File: src/rtl/sum_accum_engine_if.sv
// sum_accum_engine_if
// Bus between the system controller and the summing engine: operation
// control (start/mode), the input word with its valid/ready handshake,
// and the status/result returned by the engine.
// The controller side uses the master modport; the engine uses the slave modport.

interface sum_accum_engine_if #(
    parameter int IN_W  = 8,
    parameter int OUT_W = 16
);

    logic             start;
    logic             mode;
    logic [IN_W-1:0]  in_bus;
    logic             in_valid;
    logic             in_ready;
    logic             busy;
    logic             done;
    logic [OUT_W-1:0] sum_out;
    logic             overflow;

    // The controller drives requests and stream words, then observes status and result.
    modport master (
        output start,
        output mode,
        output in_bus,
        output in_valid,
        input  in_ready,
        input  busy,
        input  done,
        input  sum_out,
        input  overflow
    );

    // The engine samples requests and stream words, then drives status and result.
    modport slave (
        input  start,
        input  mode,
        input  in_bus,
        input  in_valid,
        output in_ready,
        output busy,
        output done,
        output sum_out,
        output overflow
    );

endinterface

File: src/rtl/sum_accum_engine.sv
// sum_accum_engine
// Multi-mode summing engine with controller and datapath in one block.
//   SERIES mode: computes 1+2+...+N, where N is taken from in_bus at start.
//   STREAM mode: accumulates N words accepted over the in_valid/in_ready handshake.
// The state sequence is IDLE -> RUN -> DONE -> IDLE. done is high for the single
// DONE cycle. sum_out and overflow hold their values until the next accepted start.
// Each add is computed one bit wider than the accumulator. The carry out of that
// add sets the sticky overflow flag for the current operation.
// Build option:
//   SUM_SAT_EN defined   - on a carry the accumulator saturates to all ones and
//                          stays there for the rest of the operation.
//   SUM_SAT_EN undefined - the accumulator wraps modulo 2^OUT_W.
// In both builds overflow is reported the same way.

module sum_accum_engine #(
    parameter int IN_W  = 8,
    parameter int OUT_W = 16
) (
    input  logic               clk,
    input  logic               rst,
    sum_accum_engine_if.slave  bus
);

    typedef enum logic [1:0] {
        IDLE = 2'd0,
        RUN  = 2'd1,
        DONE = 2'd2
    } state_t;

    typedef enum logic {
        SERIES = 1'b0,
        STREAM = 1'b1
    } mode_t;

    state_t            r_state;
    state_t            w_nextState;

    mode_t             r_mode;
    logic [IN_W-1:0]   r_n;
    logic [IN_W-1:0]   r_count;
    logic [OUT_W-1:0]  r_acc;
    logic              r_overflow;

    logic              w_startAccepted;
    logic              w_nIsZero;
    logic              w_addEn;
    logic              w_lastAdd;
    logic [IN_W-1:0]   w_countInc;
    logic [OUT_W-1:0]  w_addend;
    logic [OUT_W:0]    w_sumWide;
    logic              w_carry;
    logic [OUT_W-1:0]  w_accNext;
    logic              w_inReady;
    logic              w_busy;
    logic              w_done;

    // A start request counts only in IDLE. A start seen in RUN or DONE is
    // ignored and has to be seen again once the engine is back in IDLE.
    assign w_startAccepted = (r_state == IDLE) && bus.start;
    assign w_nIsZero       = (bus.in_bus == '0);

    // In SERIES mode the engine adds on every RUN cycle. In STREAM mode it
    // adds only when a word is handed over. in_ready is high for all of RUN,
    // so in_valid alone decides whether a transfer happens.
    assign w_addEn    = (r_state == RUN) && ((r_mode == SERIES) || bus.in_valid);
    assign w_countInc = r_count + IN_W'(1);

    // SERIES counts 1..N and finishes on the add where count equals N.
    // STREAM counts accepted words from zero and finishes on the Nth word.
    assign w_lastAdd = (r_mode == SERIES) ? (r_count == r_n) : (w_countInc == r_n);

    // The addend is either the running count or the stream word, zero-extended.
    // The sum is one bit wider so that the carry can be captured for overflow.
    assign w_addend  = (r_mode == SERIES) ? OUT_W'(r_count) : OUT_W'(bus.in_bus);
    assign w_sumWide = {1'b0, r_acc} + {1'b0, w_addend};
    assign w_carry   = w_sumWide[OUT_W];

`ifdef SUM_SAT_EN
    // Saturating build: any carry pins the accumulator at all ones. A
    // saturated accumulator carries again on any non-zero add, and adding
    // zero leaves it unchanged, so it stays pinned for the rest of the operation.
    assign w_accNext = w_carry ? {OUT_W{1'b1}} : w_sumWide[OUT_W-1:0];
`else
    // Wrapping build: the carry is dropped and the accumulator wraps modulo 2^OUT_W.
    assign w_accNext = w_sumWide[OUT_W-1:0];
`endif

    // State register. Reset returns to IDLE immediately, which abandons any
    // operation in progress without a done pulse.
    always_ff @(posedge clk or negedge rst) begin
        if (!rst) begin
            r_state <= IDLE;
        end else begin
            r_state <= w_nextState;
        end
    end

    // Next-state logic and status outputs. N == 0 skips RUN and goes straight
    // to DONE, so done still pulses once with a zero result.
    always_comb begin
        w_nextState = r_state;
        w_inReady   = 1'b0;
        w_busy      = 1'b0;
        w_done      = 1'b0;
        case (r_state)
            IDLE: begin
                if (w_startAccepted) begin
                    w_nextState = w_nIsZero ? DONE : RUN;
                end
            end
            RUN: begin
                w_busy    = 1'b1;
                w_inReady = (r_mode == STREAM);
                if (w_addEn && w_lastAdd) begin
                    w_nextState = DONE;
                end
            end
            DONE: begin
                w_busy      = 1'b1;
                w_done      = 1'b1;
                w_nextState = IDLE;
            end
            default: begin
                w_nextState = IDLE;
            end
        endcase
    end

    // Datapath registers. An accepted start loads N and mode, clears the
    // accumulator and the overflow flag, and sets the counter's start value.
    // Each add updates the accumulator, the sticky overflow flag and the
    // counter. Outside these events the registers hold, which keeps the
    // result stable through DONE and IDLE.
    always_ff @(posedge clk or negedge rst) begin
        if (!rst) begin
            r_mode     <= SERIES;
            r_n        <= '0;
            r_count    <= '0;
            r_acc      <= '0;
            r_overflow <= 1'b0;
        end else if (w_startAccepted) begin
            r_mode     <= mode_t'(bus.mode);
            r_n        <= bus.in_bus;
            r_count    <= bus.mode ? '0 : IN_W'(1);
            r_acc      <= '0;
            r_overflow <= 1'b0;
        end else if (w_addEn) begin
            r_acc      <= w_accNext;
            r_overflow <= r_overflow | w_carry;
            r_count    <= w_countInc;
        end
    end

    assign bus.in_ready = w_inReady;
    assign bus.busy     = w_busy;
    assign bus.done     = w_done;
    assign bus.sum_out  = r_acc;
    assign bus.overflow = r_overflow;

endmodule

File: src/flat_wrapper.sv
// flat-port wrapper written by rule: the top's interface ports become plain ports
module sum_accum_engine_flat 
#(
    parameter int IN_W  = 8,
    parameter int OUT_W = 16
)
  (clk, rst, bus_start, bus_mode, bus_in_bus, bus_in_valid, bus_in_ready, bus_busy, bus_done, bus_sum_out, bus_overflow);
  sum_accum_engine_if #(.IN_W(IN_W), .OUT_W(OUT_W)) bus_i ();
  input  logic clk;
  input  logic rst;
  input wire logic [$bits(bus_i.start)-1:0] bus_start;
  input wire logic [$bits(bus_i.mode)-1:0] bus_mode;
  input wire logic [$bits(bus_i.in_bus)-1:0] bus_in_bus;
  input wire logic [$bits(bus_i.in_valid)-1:0] bus_in_valid;
  output wire logic [$bits(bus_i.in_ready)-1:0] bus_in_ready;
  output wire logic [$bits(bus_i.busy)-1:0] bus_busy;
  output wire logic [$bits(bus_i.done)-1:0] bus_done;
  output wire logic [$bits(bus_i.sum_out)-1:0] bus_sum_out;
  output wire logic [$bits(bus_i.overflow)-1:0] bus_overflow;
  assign bus_i.start = bus_start;
  assign bus_i.mode = bus_mode;
  assign bus_i.in_bus = bus_in_bus;
  assign bus_i.in_valid = bus_in_valid;
  assign bus_in_ready = bus_i.in_ready;
  assign bus_busy = bus_i.busy;
  assign bus_done = bus_i.done;
  assign bus_sum_out = bus_i.sum_out;
  assign bus_overflow = bus_i.overflow;
  sum_accum_engine #(.IN_W(IN_W), .OUT_W(OUT_W)) u_core (.clk(clk), .rst(rst), .bus(bus_i));
endmodule
File: config.mk
export PLATFORM = sky130hd
export DESIGN_NAME = sum_accum_engine_flat
export DESIGN_NICKNAME = d
export VERILOG_FILES = /design/src/rtl/sum_accum_engine_if.sv /design/src/rtl/sum_accum_engine.sv /design/src/flat_wrapper.sv
export SDC_FILE = /design/constraint.sdc
export NUM_CORES = 1
export LEC_CHECK = 0
export CAP_MARGIN = 5
export CORE_UTILIZATION = 49
export DETAILED_ROUTE_END_ITERATION = 8
export GPL_TIMING_DRIVEN = 1
export PLACE_DENSITY = 0.73
export SYNTH_ARGS = -nofsm -noshare
export SYNTH_HDL_FRONTEND = slang
export SYNTH_SLANG_ARGS = --single-unit
File: constraint.sdc
create_clock -name clk -period 2.7 [get_ports clk]
set_input_delay 0.27 -clock clk [delete_from_list [all_inputs] [get_ports clk]]
set_output_delay 0.27 -clock clk [all_outputs]
set_load 0.01 [all_outputs]
==> results.md <==
- The number of slew-limit violations in the final report was 0.
- The signal on the critical path passes through mux2_2 > ha_1 > fa_1 > a21oi_2 > o21ai_2 > a2111oi_4 > buf_4 > nor4b_1 > xnor2_1 > nor2_1.
- For this block, the routed nets add up to approximately 5.6 mm of wire.
- The wire length of the first global-routing pass is approximately 9.1 mm.
- Sequential cells account for between 30% and 40% of the total power.
- The clock passes through at most 2 buffers.
- The number of vias in the routed layout is about 2000.
- The number of distinct library cells after synthesis is 52.
- The tightest hold path in the finished design has a slack of about 0.064 ns.
- The largest fanout of any net on the critical path is 4.
- Across the VDD grid, the largest voltage drop is about 0.00068 V.
- The number of cells on the worst reg-to-reg path is 10.
- Once layout is complete, the cells apart from fillers number 360.
- Of all cell types, the one taking the most synthesized area is dfrtp_1.
- The growth of design area from synthesis to finish is 22.84%.
- The clock insertion delay at the later pin of the skew report is 0.30 ns.
- The number of CTS-inserted buffers is 5.
- The final setup slack of the worst path is slightly above 0.09 ns.
- The clock group share of total power is about 15%.
- For the pin with the worst max-slew slack, the measured transition is roughly 0.83 ns.
- The tool flagged a number of max-cap violations equal to 0.
- The sequential cell area fraction in the yosys report is around two fifths.
- The sum of negative setup slack is 0 ns.
- The post-synthesis area per instance is between 8 and 9 µm².
- The classification of the worst-slack hold path is in2async.
- Among all flip-flop cells after synthesis, the most frequent one is dfrtp_1.
- The achievable clock frequency is ~0.38 GHz.
- Once the floorplan was initialized, standard cells occupied 52.40% of the core.
- The total congestion overflow after global routing is 0.
- The count of input and output buffers is 32.
- The combinational share of power is 54.7%.
- Row generation in the floorplan step produced 24 rows.
- In this run the remaining antenna-violating nets after routing total 0.
- After legalization and detailed placement, the total HPWL measured around 4 mm.
- Setup repair after global routing left no endpoint under its margin.
- For this design, the slowest cell found on the critical path is fa_1.
- The first detailed-routing pass ran for 8 iterations.
- The type of element capturing the critical path is a flip-flop.
- The largest single stage delay on the critical path is 0.41 ns.
- The area of the core is between 4000 and 5000 µm².
- The number of vias per cell after detailed routing is around 5.6.
- Across the routed clock network, the largest skew measured is 0.007902 ns.
- The data required time at the worst endpoint is ~2.9 ns.
- Setup violations remaining at the end of the flow were counted as 0.
- The synthesized net count is slightly below 300.
- Global routing consumed, over all layers together, approximately a quarter of the routing resources.
- The floorplan die height is between 70 and 80 µm.
- Headroom to the max-slew limit came out at between 40 and 50%.
- The clock edge transition at the registers on the reported setup and hold paths is about 0.080 ns.
- The startpoint identified for the worst register-to-register timing path is u_core.r_mode.
- The H-tree was split into 2 levels.
- After layout, the minimum clock period comes to between 2 and 3 ns.
- The register-to-register path setup slack is 0.09 ns.
- Ranked by total cell area, the synthesized netlist is headed by dfrtp_1 (38%), nand2_1 (8.0%), ha_1 (6.4%).
- OpenSTA, run right after detailed placement, puts the worst setup slack at -0.1334 ns.
- The routed length per instance is 15.64 µm.
- The combined area of all synthesized cells is 2345 µm².
- The number of top-level pins is 33.
- The number of hold violations in the final report is 0.
- After layout, the worst path uses a little over nine tenths of the clock period.
- Fill cells in the final layout number 375.
- The worst path arrival time is 2.79 ns.
- The die covers between 5000 and 6000 µm².
- The clock net in this run drives a total of 36 sinks.
- The areal power density over the cells is 924.8 nW/µm².
- The number of enable-type register cells in the synthesized netlist is 0.
- The area taken by multi-input logic gates is around 1400 µm².
- Broken down by cell family, the worst path's largest delay share belongs to compound AO/OA/AOI/OAI gates.
- The ratio of cells with drive above 1 in the final layout is between 10% and 20%.
- The number of nets at the end of the flow is around 330.
- The clock tree root driver cell is clkbuf_8.
- The instance count of the mapped netlist is roughly 270.
- The design internal power is 1542 µW.
- After the first detailed-routing iteration, the DRC count stood at approximately 220.
- After detailed placement, the design holds a cell count of 349.
- Tracing the worst setup path back leads to its startpoint at u_core.r_mode.
- The initial antenna violation count was 0.
- STA classifies the critical path startpoint as a flip-flop.
- The final weighted congestion in routability-driven placement is between 0.9 and 1.
- The synthesized flop and latch total is 36.
- For this run, design rule violations remaining after detail routing come to 3.
- The share of async-settable or async-resettable flops after synthesis is 100.0%.
- Summing all flip-flop and latch instances after layout gives 900.9 µm².
- The checks that failed: design-rule violations.
- The number of antenna diodes in the final layout is 0.
- The switching power as a share of total power is a little over two fifths.
- The top cell type by area accounts for 38.42% of the synthesized area.
- The destination of the worst register-to-register timing path is u_core.bus.sum_out[10].
- The flow ran to the end, but the final reports show violations.
- The kind of critical path is reg2reg.
- The number of buffers and inverters on the critical path is 1.
- The hold buffer count at CTS is 0.
- The via count of the first global-routing pass is slightly below 2000.
- The analysis attributes to cell leakage a power of roughly 0.0012 µW.
- Entering global routing, the biggest net connects 37 pins.
- The TritonCTS clock tree is built.
- From left edge to right edge, the die measures between 70 and 80 µm.
- For this run, the number of Yosys warnings is 0.
- The switching power total is between 1000 and 1500 µW.
==> kinds of logic (layout without fill, tap and decap cells) <==
family	Yosys count	in the layout	synth area share, %
XOR/XNOR	21	21	7.844
multiplexers	9	9	4.269
buffers and inverters	20	61	3.842
adder cells (fa/ha/maj)	13	13	7.257
flip-flops	36	36	38.42
AO/OA/AOI/OAI	53	53	14.25
AND/OR/NAND/NOR	115	115	24.12
==> area by class of cell <==
| cell class | count | area share, % |
|---|---|---|
| flip-flops and latches | 36 | 31.28 |
| inverters | 7 | 0.9123 |
| repair buffers | 46 | 14.73 |
| clock inverters | 3 | 0.6516 |
| clock buffers | 5 | 2.389 |
| well taps | 52 | 2.259 |
| multi-input cells | 211 | 47.78 |
==> cells in the final DEF, fill, tap and decap left out, drive strengths merged, types with 8 or more instances in the layout <==
cell / synthesis / layout
xnor2: 15 / 15
dfrtp: 36 / 36
clkdlybuf4s50: 0 / 31
ha: 12 / 12
nand2: 50 / 50
o21ai: 13 / 13
nor2: 20 / 20
a21oi: 22 / 22
buf: 6 / 15
mux2: 8 / 8
==> flip-flops by register name, summed over array words and instances, names as in the netlist <==
name and flops:
u_core.r_state 2, u_core.r_count 8, u_core.r_mode 1, u_core.r_n 8
u_core.bus.sum_out 16, u_core.bus.overflow 1
==> power by group through the flow <==
stage                     Sequential [µW]  Combinational, µW  Clock (µW)
final                                 815               1460         391
after global routing                  837               1600         413
after CTS                             815               1400         398
after detailed placement              825               1390           0
after global placement                821               1360           0
after floorplan                       816                974           0
==> per-layer routing <==
metal | track usage, % | up-vias | wire, µm | part of all wire (%)
met3 | 3.846 | 6 | 239 | 4.2
met2 | 36.93 | 42 | 2698 | 48
li1 | - | 1011 | - | -
met4 | 7.111 | 0 | 55 | 0.98
met1 | 32.94 | 968 | 2637 | 47
met5 | 0 | - | 0 | 0
==> Yosys cell counts (all sizes together), types with 2 or more instances <==
master and count:
clkbuf 7, or2 2, and2 2, and3 3
dfrtp 36, xnor2 15, nand3 7, ha 12
nand4 3, inv 7, or3 5, nor2 20
o21ai 13, or4 3, nor2b 6, a211oi 2
a21oi 22, nor3 4, mux2 8, xor2 6
a21o 2, nand2b 2, a32oi 2, buf 6
nor4b 3, nand2 50, o22ai 2, nor4 2
==> what timing repair did <==
action,CTS,global route
endpoints found under the setup margin,0,9
resized for setup,0,5
setup buffers,0,3
==> metrics by stage <==
step / instance area [µm²] / util, % / total power [µW]
floorplan: 2361 / - / 1789
global placement: 2756 / 61.61 / 2185
detailed placement: 2756 / 61.61 / 2210
CTS: 2844 / 63.56 / 2615
global route: 2880 / 64.37 / 2854
finish: 2880 / 64.37 / 2664
==> worst max path at each step <==
stage | to | slack (ns) | cells past startpoint
5_1_grt | u_core.bus.sum_out[10] | 0.003 | 10
3_3_place_gp | u_core.bus.sum_out[14] | -0.09 | 10
4_1_cts | u_core.bus.sum_out[14] | 0.09 | 9
3_5_place_dp | u_core.bus.sum_out[14] | -0.13 | 10
6_report | u_core.bus.sum_out[10] | 0.09 | 10
2_1_floorplan | u_core.bus.sum_out[10] | 0.04 | 11
Note: power is estimated with default switching activity, not from simulation.
==> RTL change, RTL diff (same flow settings) <==
Re-encode `state_t` (3 states) as one-hot, 3 bits wide.
--- a/src/rtl/sum_accum_engine.sv
+++ b/src/rtl/sum_accum_engine.sv
@@ -21,10 +21,10 @@
     sum_accum_engine_if.slave  bus
 );
 
-    typedef enum logic [1:0] {
-        IDLE = 2'd0,
-        RUN  = 2'd1,
-        DONE = 2'd2
+    typedef enum logic [2:0] {
+        IDLE = 3'b001,
+        RUN  = 3'b010,
+        DONE = 3'b100
     } state_t;
 
     typedef enum logic {
Check against the original RTL: no difference found for any inputs over 10 cycles, from zero or initial values and one cycle with rst low; not proved beyond that.
==> RTL change against the unedited design <==
- clock power grew 3%
- fmax grew 5.0%
- synthesized area grew 1.0%
- sequential power grew 3.8%
- combinational power shrank 9.6%
- sequential cell count grew 1
- cell area grew 1.0%
- first-iteration DRC count shrank 25%
- worst setup slack gained 0.12 ns
- wire length grew 0.83%
- power shrank 3.6%
- largest cell class unchanged
==> RTL change: results (changes against the unedited design) <==
status complete, no violations; post-synthesis mux area share 6.71% (+2.4 points); post-synthesis sequential area ratio 39.1% (+0.72 points); Worst EP arrival 2.67 ns (-0.12 ns); hpwl dp 4.12 mm (+4.9%); WL met3 271 um (+13%); Initial DRT Pass Iterations 4 (-4); Synth Area in Compound Gates 15.8% (+1.6 points); Leak 1.30 nW (+5.5%); Synth cell types 49 (-5.8%); M1 GR Usage 33.8% (+0.88 points); worst ir drop on vdd 494 uV (-27%); Net Count, Synth 290 (-1.0%); Via Count 2,088 (+3.0%); met3 GRT Util 4.50% (+0.65 points); commonest cells in the netlist nand2_1, dfrtp_1, o21ai_0; met2 global-route usage 40.0% (+3.1 points); vias per inst 5.75 (+2.2%); global-route wire length before repair 9.67 mm (+5.8%); fill count 388 (+3.5%); total track usage 24.4% (+1.0 points); ranking of synthesized cells by area dfrtp_1, nand2_1, o21ai_0, ha_1, xnor2_1; Slowest-stage cell, CP dfrtp_2; R2R depth 9 (-1); share of post-route cells with drive strength above 1 13.8% (+0.19 points)
[RTL change: changes by cell type after synthesis, sizes merged, moves of 4 or more]
cell and change:
nand2 +4, o21ai +10, nor2 -4, o31ai +6, nand3 -4, mux2i +7, a21oi -10, xnor2 -5
nor2b -4
[RTL change: power breakdown]
| group | internal (mW) | total (mW) | switching (mW) | leakage, nW |
|---|---|---|---|---|
| combinational | 0.625 | 1.32 | 0.692 | 0.765 |
| clock | 0.208 | 0.404 | 0.195 | 0.0455 |
| sequential | 0.708 | 0.846 | 0.138 | 0.492 |
[RTL change: what timing repair did]
item,CTS,global route
resized for setup,0,2
setup endpoints to repair,0,2
setup buffers,0,0
[RTL change: cell type report]
| type | instances | area, um^2 | share of cell area [%] |
|---|---|---|---|
| repair buffers | 47 | 428 | 14.7 |
| clock buffers | 8 | 90.1 | 3.10 |
| flip-flops and latches | 37 | 928 | 31.9 |
| multi-input cells | 214 | 1380 | 47.4 |
| inverters | 5 | 18.8 | 0.645 |
| well taps | 52 | 65.1 | 2.24 |
[RTL change: cells by family after synthesis]
kind of cell             after synthesis
multiplexers                          15
AO/OA/AOI/OAI                         60
XOR/XNOR                              18
buffers and inverters                 16
flip-flops                            37
adder cells (fa/ha/maj)               10
AND/OR/NAND/NOR                      111
[RTL change: critical path, delay by kind of cell (launching register included)]
kind / cells / cell delay (ns)
compound gates: 4 / 0.97
fa+ha+maj: 2 / 0.55
buf+inv: 1 / 0.06
flops: 1 / 0.45
mux: 1 / 0.24
simple gates: 1 / 0.12
[RTL change: final timing paths]
kind | startpoint | endpoint | slack (ns)
min in group clk | u_core.r_n[7]$_DFFE_PN0P_ | u_core.r_n[7]$_DFFE_PN0P_ | 0.51
max | u_core.r_mode$_DFFE_PN0P_ | u_core.bus.overflow$_DFFE_PN0P_ | 0.22
max reg2reg | u_core.r_mode$_DFFE_PN0P_ | u_core.bus.overflow$_DFFE_PN0P_ | 0.22
max in group asynchronous | rst | u_core.r_mode$_DFFE_PN0P_ | 2.04
min reg2reg | u_core.r_n[7]$_DFFE_PN0P_ | u_core.r_n[7]$_DFFE_PN0P_ | 0.51
min | rst | u_core.r_count[1]$_DFFE_PN0P_ | 0.08
[RTL change: through the flow]
| stage | cell area [um^2] | total power [mW] | worst slack, ns |
|---|---|---|---|
| after floorplan | 2370 | 1.70 | 0.00332 |
| after global placement | 2820 | 2.13 | 0.0729 |
| after detailed placement | 2820 | 2.16 | 0.00334 |
| after CTS | 2910 | 2.57 | 0.198 |
| after global routing | 2910 | 2.78 | 0.0535 |
| final | 2910 | 2.57 | 0.216 |
